## config.mk

```make
export PLATFORM = sky130hd
export DESIGN_NAME = i2s_rx
export DESIGN_NICKNAME = d
export VERILOG_FILES = /design/src/rtl/i2s_pkg.sv /design/src/rtl/i2s_slot_counter.sv /design/src/rtl/i2s_rx.sv
export SDC_FILE = /design/constraint.sdc
export NUM_CORES = 1
export LEC_CHECK = 0
export CAP_MARGIN = 20
export CORE_ASPECT_RATIO = 2
export CORE_UTILIZATION = 62
export CTS_BUF_LIST = sky130_fd_sc_hd__clkbuf_2 sky130_fd_sc_hd__clkbuf_4 sky130_fd_sc_hd__clkbuf_8
export DETAILED_ROUTE_END_ITERATION = 6
export GPL_TIMING_DRIVEN = 0
export HOLD_SLACK_MARGIN = 0.02
export MAX_ROUTING_LAYER = met4
export PLACE_DENSITY_LB_ADDON = 0.05
export SETUP_SLACK_MARGIN = 0.1
export SKIP_LAST_GASP = 1
export SLEW_MARGIN = 30
export SYNTH_ARGS = -nofsm -noshare
export SYNTH_HDL_FRONTEND = slang
export SYNTH_SLANG_ARGS = --single-unit
export TNS_END_PERCENT = 10
```

## constraint.sdc

```tcl
create_clock -name sclk -period 3.8 [get_ports sclk]
set_input_delay 1.14 -clock sclk [delete_from_list [all_inputs] [get_ports sclk]]
set_output_delay 1.14 -clock sclk [all_outputs]
set_load 0.1 [all_outputs]
```

## src/rtl/i2s_pkg.sv

```systemverilog
`default_nettype none
// ============================================================================
// Module   : i2s_pkg
// Brief    : Shared I2S constants: default slot length, channel codes and
//            the bit-counter width helper used by the I2S RX and TX blocks.
// Revision : 1.0 - initial release
// ============================================================================
package i2s_pkg;

  localparam int WORD_DEF = 32;

  typedef enum logic {
    CH_LEFT  = 1'b0,
    CH_RIGHT = 1'b1
  } ch_e;

  // Bit-counter width for a slot of 'word' sclk cycles; never zero-width.
  function automatic int cnt_width(input int word);
    return (word > 1) ? $clog2(word) : 1;
  endfunction

  localparam int CNT_W_DEF = cnt_width(WORD_DEF);

endpackage
`default_nettype wire

```

## src/rtl/i2s_slot_counter.sv

```systemverilog
`default_nettype none
// ============================================================================
// Module   : i2s_slot_counter
// Brief    : Tracks word-select: registered lrclk, edge detect, saturating
//            in-slot bit counter and the lock flag set on the first edge.
// Revision : 1.0 - initial release
// ============================================================================
module i2s_slot_counter
  import i2s_pkg::*;
#(
  parameter int WORD = WORD_DEF,
  parameter int CW   = cnt_width(WORD)
) (
  input  logic          sclk,
  input  logic          rst_n,
  input  logic          i_lrclk,
  output logic          o_lrclk_q,
  output logic          o_edge,
  output logic [CW-1:0] o_bit_cnt,
  output logic          o_locked
);

  localparam logic [CW-1:0] c_CNT_MAX = CW'(WORD - 1);

  logic          r_lrclk_q;
  logic          r_locked;
  logic [CW-1:0] r_bit_cnt;
  logic          w_edge;
  logic [CW-1:0] w_cnt_nxt;

  assign w_edge = i_lrclk ^ r_lrclk_q;

  // Counter restarts on every word-select edge and parks at WORD-1 on long slots.
  always_comb begin
    w_cnt_nxt = r_bit_cnt;
    if (w_edge) begin
      w_cnt_nxt = '0;
    end else if (r_bit_cnt != c_CNT_MAX) begin
      w_cnt_nxt = r_bit_cnt + 1'b1;
    end
  end

  always_ff @(posedge sclk or negedge rst_n) begin
    if (!rst_n) begin
      r_lrclk_q <= 1'b0;
      r_bit_cnt <= c_CNT_MAX;
      r_locked  <= 1'b0;
    end else begin
      r_lrclk_q <= i_lrclk;
      r_bit_cnt <= w_cnt_nxt;
      if (w_edge) begin
        r_locked <= 1'b1;
      end
    end
  end

  assign o_lrclk_q = r_lrclk_q;
  assign o_edge    = w_edge;
  assign o_bit_cnt = r_bit_cnt;
  assign o_locked  = r_locked;

endmodule
`default_nettype wire

```

## src/rtl/i2s_rx.sv

```systemverilog
`default_nettype none
// ============================================================================
// Module   : i2s_rx
// Brief    : Philips I2S slave receiver; delivers left/right samples as a pair.
//            Optional slot-length check enabled by I2S_RX_FRAME_CHECK_EN.
// Revision : 1.0 - initial release
// ============================================================================
module i2s_rx
  import i2s_pkg::*;
#(
  parameter int BITSIZE = 24,
  parameter int WORD    = WORD_DEF
) (
  input  logic               sclk,
  input  logic               rst_n,
  input  logic               lrclk,
  input  logic               sdata,
  output logic [BITSIZE-1:0] left_chan,
  output logic [BITSIZE-1:0] right_chan,
  output logic               valid,
  output logic               frame_err
);

  localparam int CW = cnt_width(WORD);

  logic               w_lrclk_q;
  logic               w_edge;
  logic               w_locked;
  logic [CW-1:0]      w_bit_cnt;
  logic [BITSIZE-1:0] w_capt;

  logic [BITSIZE-1:0] r_shreg;
  logic [BITSIZE-1:0] r_left_hold;
  logic               r_have_left;
  logic [BITSIZE-1:0] r_left;
  logic [BITSIZE-1:0] r_right;
  logic               r_valid;

  i2s_slot_counter #(
    .WORD (WORD),
    .CW   (CW)
  ) u_slot_counter (
    .sclk      (sclk),
    .rst_n     (rst_n),
    .i_lrclk   (lrclk),
    .o_lrclk_q (w_lrclk_q),
    .o_edge    (w_edge),
    .o_bit_cnt (w_bit_cnt),
    .o_locked  (w_locked)
  );

  // Word including this cycle's bit, so the edge-cycle LSB lands when BITSIZE==WORD.
  always_comb begin
    w_capt = r_shreg;
    for (int i = 0; i < BITSIZE; i++) begin
      if (int'(w_bit_cnt) == BITSIZE - 1 - i) begin
        w_capt[i] = sdata;
      end
    end
  end

  always_ff @(posedge sclk or negedge rst_n) begin
    if (!rst_n) begin
      r_shreg     <= '0;
      r_left_hold <= '0;
      r_have_left <= 1'b0;
      r_left      <= '0;
      r_right     <= '0;
      r_valid     <= 1'b0;
    end else begin
      r_valid <= 1'b0;
      if (!w_edge) begin
        r_shreg <= w_capt;
      end else begin
        r_shreg <= '0;
        if (w_locked) begin
          if (w_lrclk_q == CH_LEFT) begin
            r_left_hold <= w_capt;
            r_have_left <= 1'b1;
          end else if (r_have_left) begin
            r_left  <= r_left_hold;
            r_right <= w_capt;
            r_valid <= 1'b1;
          end
        end
      end
    end
  end

`ifdef I2S_RX_FRAME_CHECK_EN
  localparam logic [CW-1:0] c_CNT_MAX = CW'(WORD - 1);

  logic r_frame_err;

  always_ff @(posedge sclk or negedge rst_n) begin
    if (!rst_n) begin
      r_frame_err <= 1'b0;
    end else if (w_edge && w_locked && (w_bit_cnt != c_CNT_MAX)) begin
      r_frame_err <= 1'b1;
    end
  end

  assign frame_err = r_frame_err;
`else
  assign frame_err = 1'b0;
`endif

  assign left_chan  = r_left;
  assign right_chan = r_right;
  assign valid      = r_valid;

endmodule
`default_nettype wire

```

# After elaboration in Yosys (flattened, before gate mapping)
# Index checks and enable logic that the tools add are counted.
dict set report classes {
  n_addsub 1
  eq_ne 24
  n_mux 31
  bitwise 2
  reduce_logical 4
}
# cell count
set ops {}
lappend ops {{5-bit == test, second input constant} 16}
lappend ops {{1-bit 2-to-1 mux} 28}
lappend ops {{24-bit 2-to-1 mux} 1}
lappend ops {{5-bit by 4-bit == test with 1-bit output, second input constant} 4}
lappend ops {{5-bit by 3-bit == test with 1-bit output, second input constant} 2}
lappend ops {{5-bit 2-to-1 mux} 2}
lappend ops {{5-bit by 1-bit adder with 5-bit output, second input constant} 1}
lappend ops {{5-bit by 2-bit == test with 1-bit output, second input constant} 1}
lappend ops {{5-bit logical NOT} 1}
lappend ops {{5-bit != test, second input constant} 1}
lappend ops {{4-bit AND reduction} 1}
lappend ops {{3-bit AND reduction} 1}
lappend ops {{2-bit nonzero test} 1}
lappend ops {{1-bit inverter} 1}
lappend ops {{1-bit bitwise XOR} 1}
dict set report word_totals {
  reg_bits 105
}

# Logic depth before layout (Yosys ltp)
# Gate-level depths: netlist (run 1).
dict set report depth {
  ltp_word 4
  mapped_depth 6
}

# Cells and area by module
# From an unflattened synthesis (run 1), not the netlist that was laid out.
dict set report hier_totals {
  hier_cells 364
  area_unflattened_um2 4423.0
}
# module instances cells_per_inst area_each_um2 seq_area_each_um2
set by_module_without_submodules {}
lappend by_module_without_submodules {i2s_rx 1 340 4107.7 2452.4}
lappend by_module_without_submodules {i2s_slot_counter 1 24 315.3 181.4}

# Least setup slack after synthesis (run 1)
# OpenSTA, ideal clock, no wires.
dict set report synth_path {
  kind {input to register}
  start {input lrclk}
  end {register r_left_hold[16]}
  arrival_time_ps 2210
  required_time_ps 3669
  slack_ps 1459
  path_stages 6
  cell_sequence {inv_1 -> ha_1 -> nor3b_2 -> buf_2 -> buf_2 -> a21oi_1}
}
dict set report synth_between {
  elab_chain_len 2
}
# element line
set synth_rtl {}
lappend synth_rtl {{start, declared} i2s_rx.sv:16} ;# input logic lrclk,
lappend synth_rtl {{1-bit bitwise XOR} i2s_slot_counter.sv:31} ;# assign w_edge = i_lrclk ^ r_lrclk_q;
lappend synth_rtl {{3-bit AND reduction (no line)} -}
lappend synth_rtl {{end signal, assigned} i2s_rx.sv:78} ;# r_left_hold <= w_capt;
lappend synth_rtl {{end, declared} i2s_rx.sv:33} ;# logic [BITSIZE-1:0] r_left_hold;
# Every way passes these cells.
# A chain may end at the register's enable or synchronous reset.

# Worst setup path in the final report (run 1)
dict set report layout_path {
  start {register r_right[15], in the netlist right_chan[15]}
  end {output right_chan[15]}
}
# element line
set layout_lines {}
lappend layout_lines {{start, declared} i2s_rx.sv:36} ;# logic [BITSIZE-1:0] r_right;
lappend layout_lines {{start signal, assigned} i2s_rx.sv:82} ;# r_right <= w_capt;
lappend layout_lines {{end, declared} i2s_rx.sv:19} ;# output logic [BITSIZE-1:0] right_chan,
# No word-level cell between the ends.

==> flow_summary_export.csv, run 1 <==
group,metric,value,unit
critical_path,crit_cells,1,
timing,slew_viol_final,0,
route,antenna_left,0,
route,vias_per_cell,5.51,
timing,hold_ws,485,ps
route,routedWlPerCell,16.9,µm
global_route,grt_pass1_wl,14000,µm
critical_path,r2r-start,"u_slot_counter.o_lrclk_q",
critical_path,reg2reg_slack,1860,ps
route,drt_first_pass_iters,4,
die,coreArea,0.00689,mm²
critical_path,end_kind,"primary output",
critical_path,crit_type,"reg -> out",
pwr,p_leak,2.26,nW
timing,slew_headroom,0.325,
yosys,synth_cell_types,31,
critical_path,path_max_fanout,2,
critical_path,critPathBufInv,1,
timing,finalWorstSetupSlack,720,ps
cells_and_area,fillCellCount,515,
route,dr.first_iter.drc_count,113,
clocking,htreeDepth,3,
timing,max_freq,0.325,GHz
global_route,grt_use_total,0.273,
timing,clock_skew,15.9,ps
cells_and_area,num_antenna_cells,0,
worst_hold_path,hold_depth,2,
cells_and_area,fin_nets,426,
route,dr_total_vias,2809,
global_route,grt_max_degree,76,
clocking,hold_buffers,0,
pwr,peakVddDrop,0.472,mV
critical_path,cp_cell_sequence,"clkdlybuf4s50_1",
critical_path,worstSetupStartpointType,"register",
clocking,cts-root-buf,"clkbuf_8",
yosys,avgSynthCellArea,12.5,µm²
pwr,powerDensity,614,mW/mm²
critical_path,crit_slowest_cell,"clkdlybuf4s50_1",
yosys,syn_nets,362,
placement,globalplace.congestion,0.898,
cells_and_area,instances_no_fill,510,
critical_path,slowest_delay,1160,ps
worst_hold_path,hp-class,"reg -> reg",
route,drc,0,
die,initial_utilization,0.636,
clocking,cts_buffer_depth,2,
timing,tightestPinTransition,1010,ps
timing,min_period,3080,ps
cells_and_area,layout-drive-gt1-share,0.181,
timing,finalSetupViolCount,0,
timing,finalHoldViolCount,0,
die,rows,43,
clocking,clk_pin_slew,100,ps
placement,hpwl,6270,µm
cells_and_area,syn_to_final_growth,19.8,%
critical_path,rr_worst_depth,5,
yosys,synth-seq-cells,105,
worst_hold_path,min_from,"right_chan[4]",
cells_and_area,post-route-util,0.762,
worst_hold_path,whs_endpoint,"right_chan[4]",
critical_path,cpLargestDelayFamily,"buffers and inverters",
global_route,first_global_vias,2875,
yosys,netlist_area,0.00438,mm²
clocking,cts_buffers,9,
global_route,antenna_found_initial,0,
route,routed_wirelength,8630,µm
pwr,totalPowerFinal,0.00322,W
die,die-width,61.4,µm
die,die_area,0.00742,mm²
yosys,netlist_instances,351,
placement,dp_cells,494,
critical_path,critPathLaunch,"right_chan[15]",
global_route,overflow,0,
clocking,cts_sinks,105,
clocking,post_cts_resized,0,
status,status,"finished clean",
yosys,yosysSeqAreaShare,0.601,
critical_path,crit_required,2660,ps
clocking,cts_tree,"yes",
critical_path,crit_arrival,1940,ps
clocking,post_cts_buffers,0,
clocking,clk_latency,380,ps
critical_path,timing.rr.end,"r_left_hold[9]",
timing,rsz0062_at_grt,"no",
yosys,ys_warn_count,0,
die,die_h,121,µm
placement,port_buffers,52,
run,drv_cap,0,
placement,post-place-ws,633,ps
timing,period_share,0.810,
die,ioPinCount,54,
power breakdown:
part | internal, W | leakage [nW] | switching, W
Combinational | 0.000295 | 0.824 | 0.000874
Clock | 0.000323 | 0.0949 | 0.000374
Sequential | 0.00127 | 1.34 | 0.0000824
cell families after synthesis:
kind of cell               share of synthesized area
DFF                                            0.601
buffers and inverters                         0.0306
muxes                                          0.119
AOI/OAI and AO/OA                             0.0560
xor gates and xnor gates                     0.00600
other                                       0.000856
and+or+nand+nor                                0.166
adders and majority gates                     0.0200
layout make-up:
| cell class | instances | area (µm²) | share of cell area |
|---|---|---|---|
| flip-flops and latches | 105 | 2630 | 0.502 |
| clock inverters | 6 | 66.3 | 0.0126 |
| inverters | 4 | 15.0 | 0.00286 |
| plain buffers | 24 | 119 | 0.0227 |
| repair buffers | 53 | 549 | 0.105 |
| clock buffers | 10 | 138 | 0.0262 |
| multi-input cells | 218 | 1610 | 0.307 |
| well taps | 90 | 113 | 0.0215 |
layout by cell type, fill, tap and decap left out:
cell type	synthesis	layout
or2_2	1	1
and4b_1	1	1
nand2b_1	2	2
clkinv_2	0	1
inv_1	4	4
nor4b_2	2	2
nand2_1	25	25
o21ai_0	18	18
and3_1	1	1
buf_6	1	2
nand3_1	1	1
nor4b_4	2	2
mux2i_1	25	25
ha_1	7	7
a21oi_1	24	24
buf_16	0	1
dfstp_2	5	5
and4bb_2	10	10
and2_1	4	4
and4bb_1	1	1
nor4bb_4	1	1
inv_6	0	1
nor3b_2	1	1
mux2_2	24	24
buf_4	3	3
buf_2	8	8
clkdlybuf4s50_1	0	51
nor2b_1	25	25
dfrtp_1	100	100
clkbuf_1	12	12
xnor2_1	3	3
o21ai_1	7	7
conb_1	1	1
bufinv_16	0	1
clkinvlp_4	0	3
clkbuf_8	0	10
nor2_1	24	24
nand4b_1	8	8
metrics by stage:
| stage | setup TNS, ps | area [µm²] |
|---|---|---|
| floorplan | 0 | 4380 |
| CTS | 0 | 5250 |
| global placement | -218380 | 5010 |
| global route | 0 | 5250 |
| finish | 0 | 5250 |
| detailed placement | 0 | 5040 |
worst max-delay path by stage:
stage,slack [ps],endpoint
finish,720,right_chan[15]
global route,710,right_chan[17]
CTS,730,right_chan[15]
detailed placement,630,r_left_hold[9]
global placement,-2140,right_chan[0]
floorplan,1460,r_left_hold[16]
flip-flops by register name (all words and copies together) (netlist names), 5 cells and up:
signal / cells
left_chan: 24
r_shreg: 24
u_slot_counter.o_bit_cnt: 5
right_chan: 24
r_left_hold: 24
worst register-to-register path, cell delays in order (launching register included):
cell	delay, ps
dfrtp_1	420
ha_1	360
nor3b_2	300
clkbuf_1	520
nor2_1	100
a21oi_1	160
layer usage:
metal | GRT usage | part of all wire | vias up
met5 | - | 0 | -
met4 | 0.126 | 0.020 | 0
met3 | 0.0490 | 0.034 | 12
met2 | 0.457 | 0.56 | 60
met1 | 0.307 | 0.39 | 1415
li1 | - | - | 1322
Yosys cell counts, drive strengths merged:
master	number	area share
buf	12	0.017
or2	1	0.0014
dfstp	5	0.030
and3	1	0.0014
dfrtp	100	0.57
nor3b	1	0.0029
nand2b	2	0.0029
and4bb	11	0.031
o21ai	25	0.029
nor4bb	1	0.0057
nor4b	4	0.018
nor2	24	0.021
and2	4	0.0057
and4b	1	0.0023
inv	4	0.0034
ha	7	0.020
nand3	1	0.0011
a21oi	24	0.027
nor2b	25	0.036
conb	1	0.00086
mux2	24	0.062
nand4b	8	0.016
nand2	25	0.021
xnor2	3	0.0060
clkbuf	12	0.010
mux2i	25	0.057
No activity file was read; power rests on OpenSTA's default activity.
==> run 2: changes to the inputs <==
CORE_UTILIZATION = 52   (was 62)
clock period = 2.6 ns   (was 3.8 ns; I/O delays follow)
==> flow_summary_export.csv, run 2 (synthesis results as in run 1) <==
group,metric,value,unit
route,drt_first_pass_iters,4,
die,initial_utilization,0.532,
pwr,sw_frac_of_total,0.390,
critical_path,crit_arrival,1880,ps
pwr,p_int,0.00300,W
placement,globalplace.congestion,0.843,
critical_path,end_kind,"primary output",
die,die_h,132,µm
timing,tightestPinTransition,985,ps
global_route,overflow,0,
cells_and_area,num_antenna_cells,0,
placement,dp_cells,502,
critical_path,cp_cell_sequence,"clkdlybuf4s50_1",
die,rows,47,
pwr,switchingPower,0.00192,W
critical_path,crit_cells,1,
timing,clock_skew,9.22,ps
critical_path,cpLargestDelayFamily,"buffers and inverters",
critical_path,critPathLaunch,"right_chan[17]",
timing,period_share,1.02,
run,drv_cap,0,
pwr,powerDensity,924,mW/mm²
die,die_area,0.00881,mm²
clocking,cts_sinks,105,
status,failed_checks,"setup timing",
timing,min_period,2660,ps
global_route,first_global_vias,2814,
route,antenna_left,0,
global_route,grt_max_degree,68,
critical_path,path_max_fanout,2,
pwr,p_leak,2.38,nW
placement,port_buffers,52,
cells_and_area,syn_to_final_growth,21.5,%
clocking,clk_pin_slew,90,ps
critical_path,crit_slowest_cell,"clkdlybuf4s50_1",
clocking,hold_buffers,0,
pwr,seq_power_share,0.401,
die,coreArea,0.00823,mm²
global_route,globalRouteMet3Util,0.0398,
route,routed_wirelength,8760,µm
pwr,clkPwrFrac,0.254,
timing,max_freq,0.376,GHz
critical_path,r2r-start,"u_slot_counter.o_bit_cnt[0]",
critical_path,crit_required,1820,ps
timing,finalSetupViolCount,40,
critical_path,slowest_delay,1140,ps
clocking,clk_latency,370,ps
critical_path,critPathBufInv,1,
clocking,cts-root-buf,"clkbuf_8",
clocking,cts_buffer_depth,2,
timing,finalSetupTns,-1350,ps
global_route,use_met1,0.258,
timing,rsz0062_at_grt,"yes",
cells_and_area,fin_area,0.00532,mm²
timing,finalHoldViolCount,0,
die,ioPinCount,54,
pwr,p_comb_frac,0.345,
cells_and_area,post-route-util,0.646,
status,status,"finished, violations left",
timing,finalWorstSetupSlack,-61.4,ps
critical_path,reg2reg_slack,660,ps
clocking,htreeDepth,3,
timing,slew_headroom,0.342,
cells_and_area,fin_nets,426,
route,drc,0,
global_route,grt_pass1_wl,14300,µm
route,dr_total_vias,2792,
critical_path,crit_end,"right_chan[17]",
route,routedWlPerCell,16.9,µm
cells_and_area,instances_no_fill,518,
clocking,cts_tree,"yes",
critical_path,worstSetupStartpointType,"register",
critical_path,crit_type,"reg -> out",
pwr,peakVddDrop,0.672,mV
global_route,top_usage_layer,"met2",
timing,slew_viol_final,0,
cells_and_area,layout-drive-gt1-share,0.181,
route,dr.first_iter.drc_count,217,
die,die-width,66.9,µm
timing,hold_ws,296,ps
global_route,grt_use_met2,0.387,
global_route,grt_use_total,0.228,
clocking,cts_buffers,9,
placement,hpwl,6370,µm
critical_path,timing.rr.end,"u_slot_counter.o_bit_cnt[3]",
cells_and_area,layout_commonest_cell,"dfrtp_1",
placement,placed_area,0.00505,mm²
critical_path,rr_worst_depth,6,
cells_and_area,final_cell_mix,"dfrtp_1, clkdlybuf4s50_1, mux2i_1, nor2b_1, nand2_1",
global_route,antenna_found_initial,0,
route,vias_per_cell,5.39,
worst_hold_path,hp-class,"in -> async",
-- run 2: cell count changes in the layout (fill, tap and decap cells not counted), sizes merged --
cell / delta
clkinvlp: -2
bufinv: +2
inv: -1
dlymetal6s2s: +5
clkinv: -1
dlygate4sd2: +4
clkdlybuf4s50: -9
clkbuf: +2
-- run 2: how the worst min path moves through the flow --
stage,start,to
6_report,rst_n,right_chan[12]
5_1_grt,rst_n,right_chan[12]
4_1_cts,rst_n,right_chan[12]
3_5_place_dp,right_chan[10],right_chan[10]
3_3_place_gp,right_chan[11],right_chan[11]
2_1_floorplan,r_have_left,r_have_left
-- run 2: final cells by class --
type / count / area, µm²
Buffer: 24 / 119
Clock buffer: 12 / 165
Clock inverter: 4 / 97.6
Fill cell: 669 / 2910
Inverter: 4 / 15.0
Multi-Input combinational cell: 218 / 1610
Sequential cell: 105 / 2630
Tap cell: 98 / 123
Timing Repair Buffer: 53 / 557
-- run 2: stage by stage --
stage	worst slack [ps]	total power, W
after floorplan	619	0.00329
after global placement	-3070	0.00369
after detailed placement	-196	0.00372
after CTS	-72.2	0.00496
after global routing	-95.5	0.00509
final	-61.4	0.00492
-- run 2: power groups by stage --
| stage | clock (W) | sequential [W] | combinational (W) |
|---|---|---|---|
| floorplan | 0 | 0.00295 | 0.000343 |
| global placement | 0 | 0.00200 | 0.00169 |
| detailed placement | 0 | 0.00201 | 0.00171 |
| CTS | 0.00127 | 0.00198 | 0.00171 |
| global route | 0.00133 | 0.00200 | 0.00177 |
| finish | 0.00125 | 0.00197 | 0.00170 |
-- run 2: routing by layer --
| metal | up-vias | share of wire |
|---|---|---|
| met5 | - | 0 |
| met4 | 0 | 0.020 |
| met3 | 14 | 0.029 |
| met2 | 53 | 0.55 |
| met1 | 1398 | 0.40 |
| li1 | 1327 | - |
-- run 2: what timing repair did --
item / CTS / global route
hold endpoints to repair: 0 / 0
resized for setup: 4 / 5
pin swaps: 0 / 0
endpoints found under the setup margin: 49 / 52
setup buffers: 0 / 0
==> run 3: changes to the inputs <==
CORE_MARGIN = 1.5   (was default)
REMOVE_ABC_BUFFERS = 1   (was default)
==> flow_summary_export.csv, run 3 (synthesis results as in run 1) <==
group,metric,value,unit
pwr,seq_power_share,0.427,
pwr,powerDensity,893,mW/mm²
timing,period_share,1.02,
clocking,htreeDepth,3,
critical_path,cp_cell_sequence,"clkdlybuf4s50_1",
route,routed_wirelength,7600,µm
route,dr.first_iter.drc_count,128,
timing,clock_skew,9.32,ps
critical_path,rr_worst_depth,4,
critical_path,timing.rr.end,"right_chan[8]",
cells_and_area,syn_to_final_growth,18.6,%
pwr,totalPowerFinal,0.00464,W
global_route,overflow,0,
worst_hold_path,hp-class,"in -> async",
cells_and_area,post-route-util,0.631,
critical_path,reg2reg_slack,690,ps
timing,hold_ws,307,ps
critical_path,end_kind,"primary output",
placement,hpwl,4870,µm
clocking,clk_latency,370,ps
timing,rsz0062_at_grt,"yes",
die,die-width,67.9,µm
pwr,p_leak,2.23,nW
timing,slew_viol_final,0,
critical_path,crit_slowest_cell,"clkdlybuf4s50_1",
timing,max_freq,0.377,GHz
cells_and_area,fin_nets,406,
clocking,clk_pin_slew,100,ps
route,drt_first_pass_iters,4,
die,die_area,0.00901,mm²
critical_path,crit_type,"reg -> out",
critical_path,path_max_fanout,2,
die,die_h,133,µm
timing,finalSetupViolCount,44,
route,routedWlPerCell,15.3,µm
route,drc,0,
pwr,clkPwrFrac,0.213,
cells_and_area,final_cell_mix,"dfrtp_1, clkdlybuf4s50_1, mux2i_1, nor2b_1, nand2_1",
timing,finalHoldViolCount,0,
timing,slew_headroom,0.336,
die,ioPinCount,54,
pwr,peakVddDrop,0.590,mV
clocking,cts-root-buf,"clkbuf_8",
route,antenna_left,0,
global_route,grt_use_total,0.193,
clocking,cts_sinks,105,
critical_path,r2r-start,"u_slot_counter.o_bit_cnt[2]",
critical_path,crit_required,1820,ps
placement,globalplace.congestion,0.739,
critical_path,cpLargestDelayFamily,"buffers and inverters",
global_route,grt_max_degree,66,
clocking,hold_buffers,0,
placement,port_buffers,52,
cells_and_area,fillCellCount,677,
route,dr_total_vias,2618,
placement,dp_cells,482,
critical_path,critPathBufInv,1,
cells_and_area,num_antenna_cells,0,
pwr,p_int,0.00273,W
die,coreArea,0.00823,mm²
timing,min_period,2650,ps
pwr,switchingPower,0.00191,W
clocking,cts_buffers,9,
pwr,sw_frac_of_total,0.411,
clocking,cts_buffer_depth,2,
timing,finalWorstSetupSlack,-52.6,ps
route,vias_per_cell,5.27,
cells_and_area,layout_commonest_cell,"dfrtp_1",
run,drv_cap,0,
critical_path,crit_cells,1,
global_route,first_global_vias,2655,
status,failed_checks,"setup timing",
status,status,"finished, violations left",
critical_path,worstSetupStartpointType,"register",
timing,tightestPinTransition,993,ps
cells_and_area,instances_no_fill,497,
global_route,antenna_found_initial,0,
clocking,cts_tree,"yes",
placement,post-place-ws,-414,ps
die,initial_utilization,0.532,
clocking,post_cts_buffers,0,
die,rows,47,
critical_path,slowest_delay,1140,ps
cells_and_area,layout-drive-gt1-share,0.173,
critical_path,crit_arrival,1870,ps
pwr,p_comb_frac,0.360,
global_route,grt_pass1_wl,12800,µm
[run 3: cell count changes in the layout (fill, tap and decap cells not counted), moves of 2 or more]
cell,previous run,this run
clkbuf_1,12,0
buf_2,8,0
dlymetal6s2s_1,5,0
clkdlybuf4s50_1,42,46
buf_4,3,0
clkbuf_8,12,9
bufinv_16,3,1
clkinvlp_4,1,3
[run 3: per-stage QoR]
step                cell area, µm²  setup TNS, ps
floorplan                     4260         -30150
global placement              4900        -452170
detailed placement            5010          -7420
CTS                           5190          -2370
global route                  5190          -3630
finish                        5190          -1340
[run 3: power by group through the flow]
stage	clock network, W	logic, W	registers, W
CTS	0.00101	0.00168	0.00199
global route	0.00107	0.00174	0.00202
detailed placement	0	0.00169	0.00202
finish	0.000988	0.00167	0.00198
global placement	0	0.00166	0.00201
floorplan	0	0.000316	0.00296
[run 3: layout make-up]
| type | instances | area [µm²] | area share |
|---|---|---|---|
| tap | 98 | 123 | 0.0236 |
| clock buffer | 10 | 131 | 0.0253 |
| clock inverter | 5 | 57.6 | 0.0111 |
| timing repair buffer | 57 | 601 | 0.116 |
| multi-input combinational | 218 | 1630 | 0.314 |
| sequential | 105 | 2630 | 0.507 |
| inverter | 4 | 15.0 | 0.00289 |
[run 3: per-layer routing]
metal,wire length (µm),GRT usage
met5,0,-
met1,3340,0.246
met2,3880,0.296
met3,219,0.0366
met4,163,0.0867
[run 3: repair_timing]
action | 4_1_cts | 5_1_grt
resized for setup | 5 | 1
endpoints found under the setup margin | 58 | 69
hold endpoints to repair | 0 | 0
[run 3: how the worst max path moves through the flow]
stage	endpoint	start	slack, ps
after floorplan	r_left_hold[0]	lrclk	-570
after global placement	left_chan[5]	rst_n	-3130
after detailed placement	r_left_hold[7]	lrclk	-410
after CTS	right_chan[2]	right_chan[2]	-70
after global routing	left_chan[10]	left_chan[10]	-120
final	right_chan[21]	right_chan[21]	-50
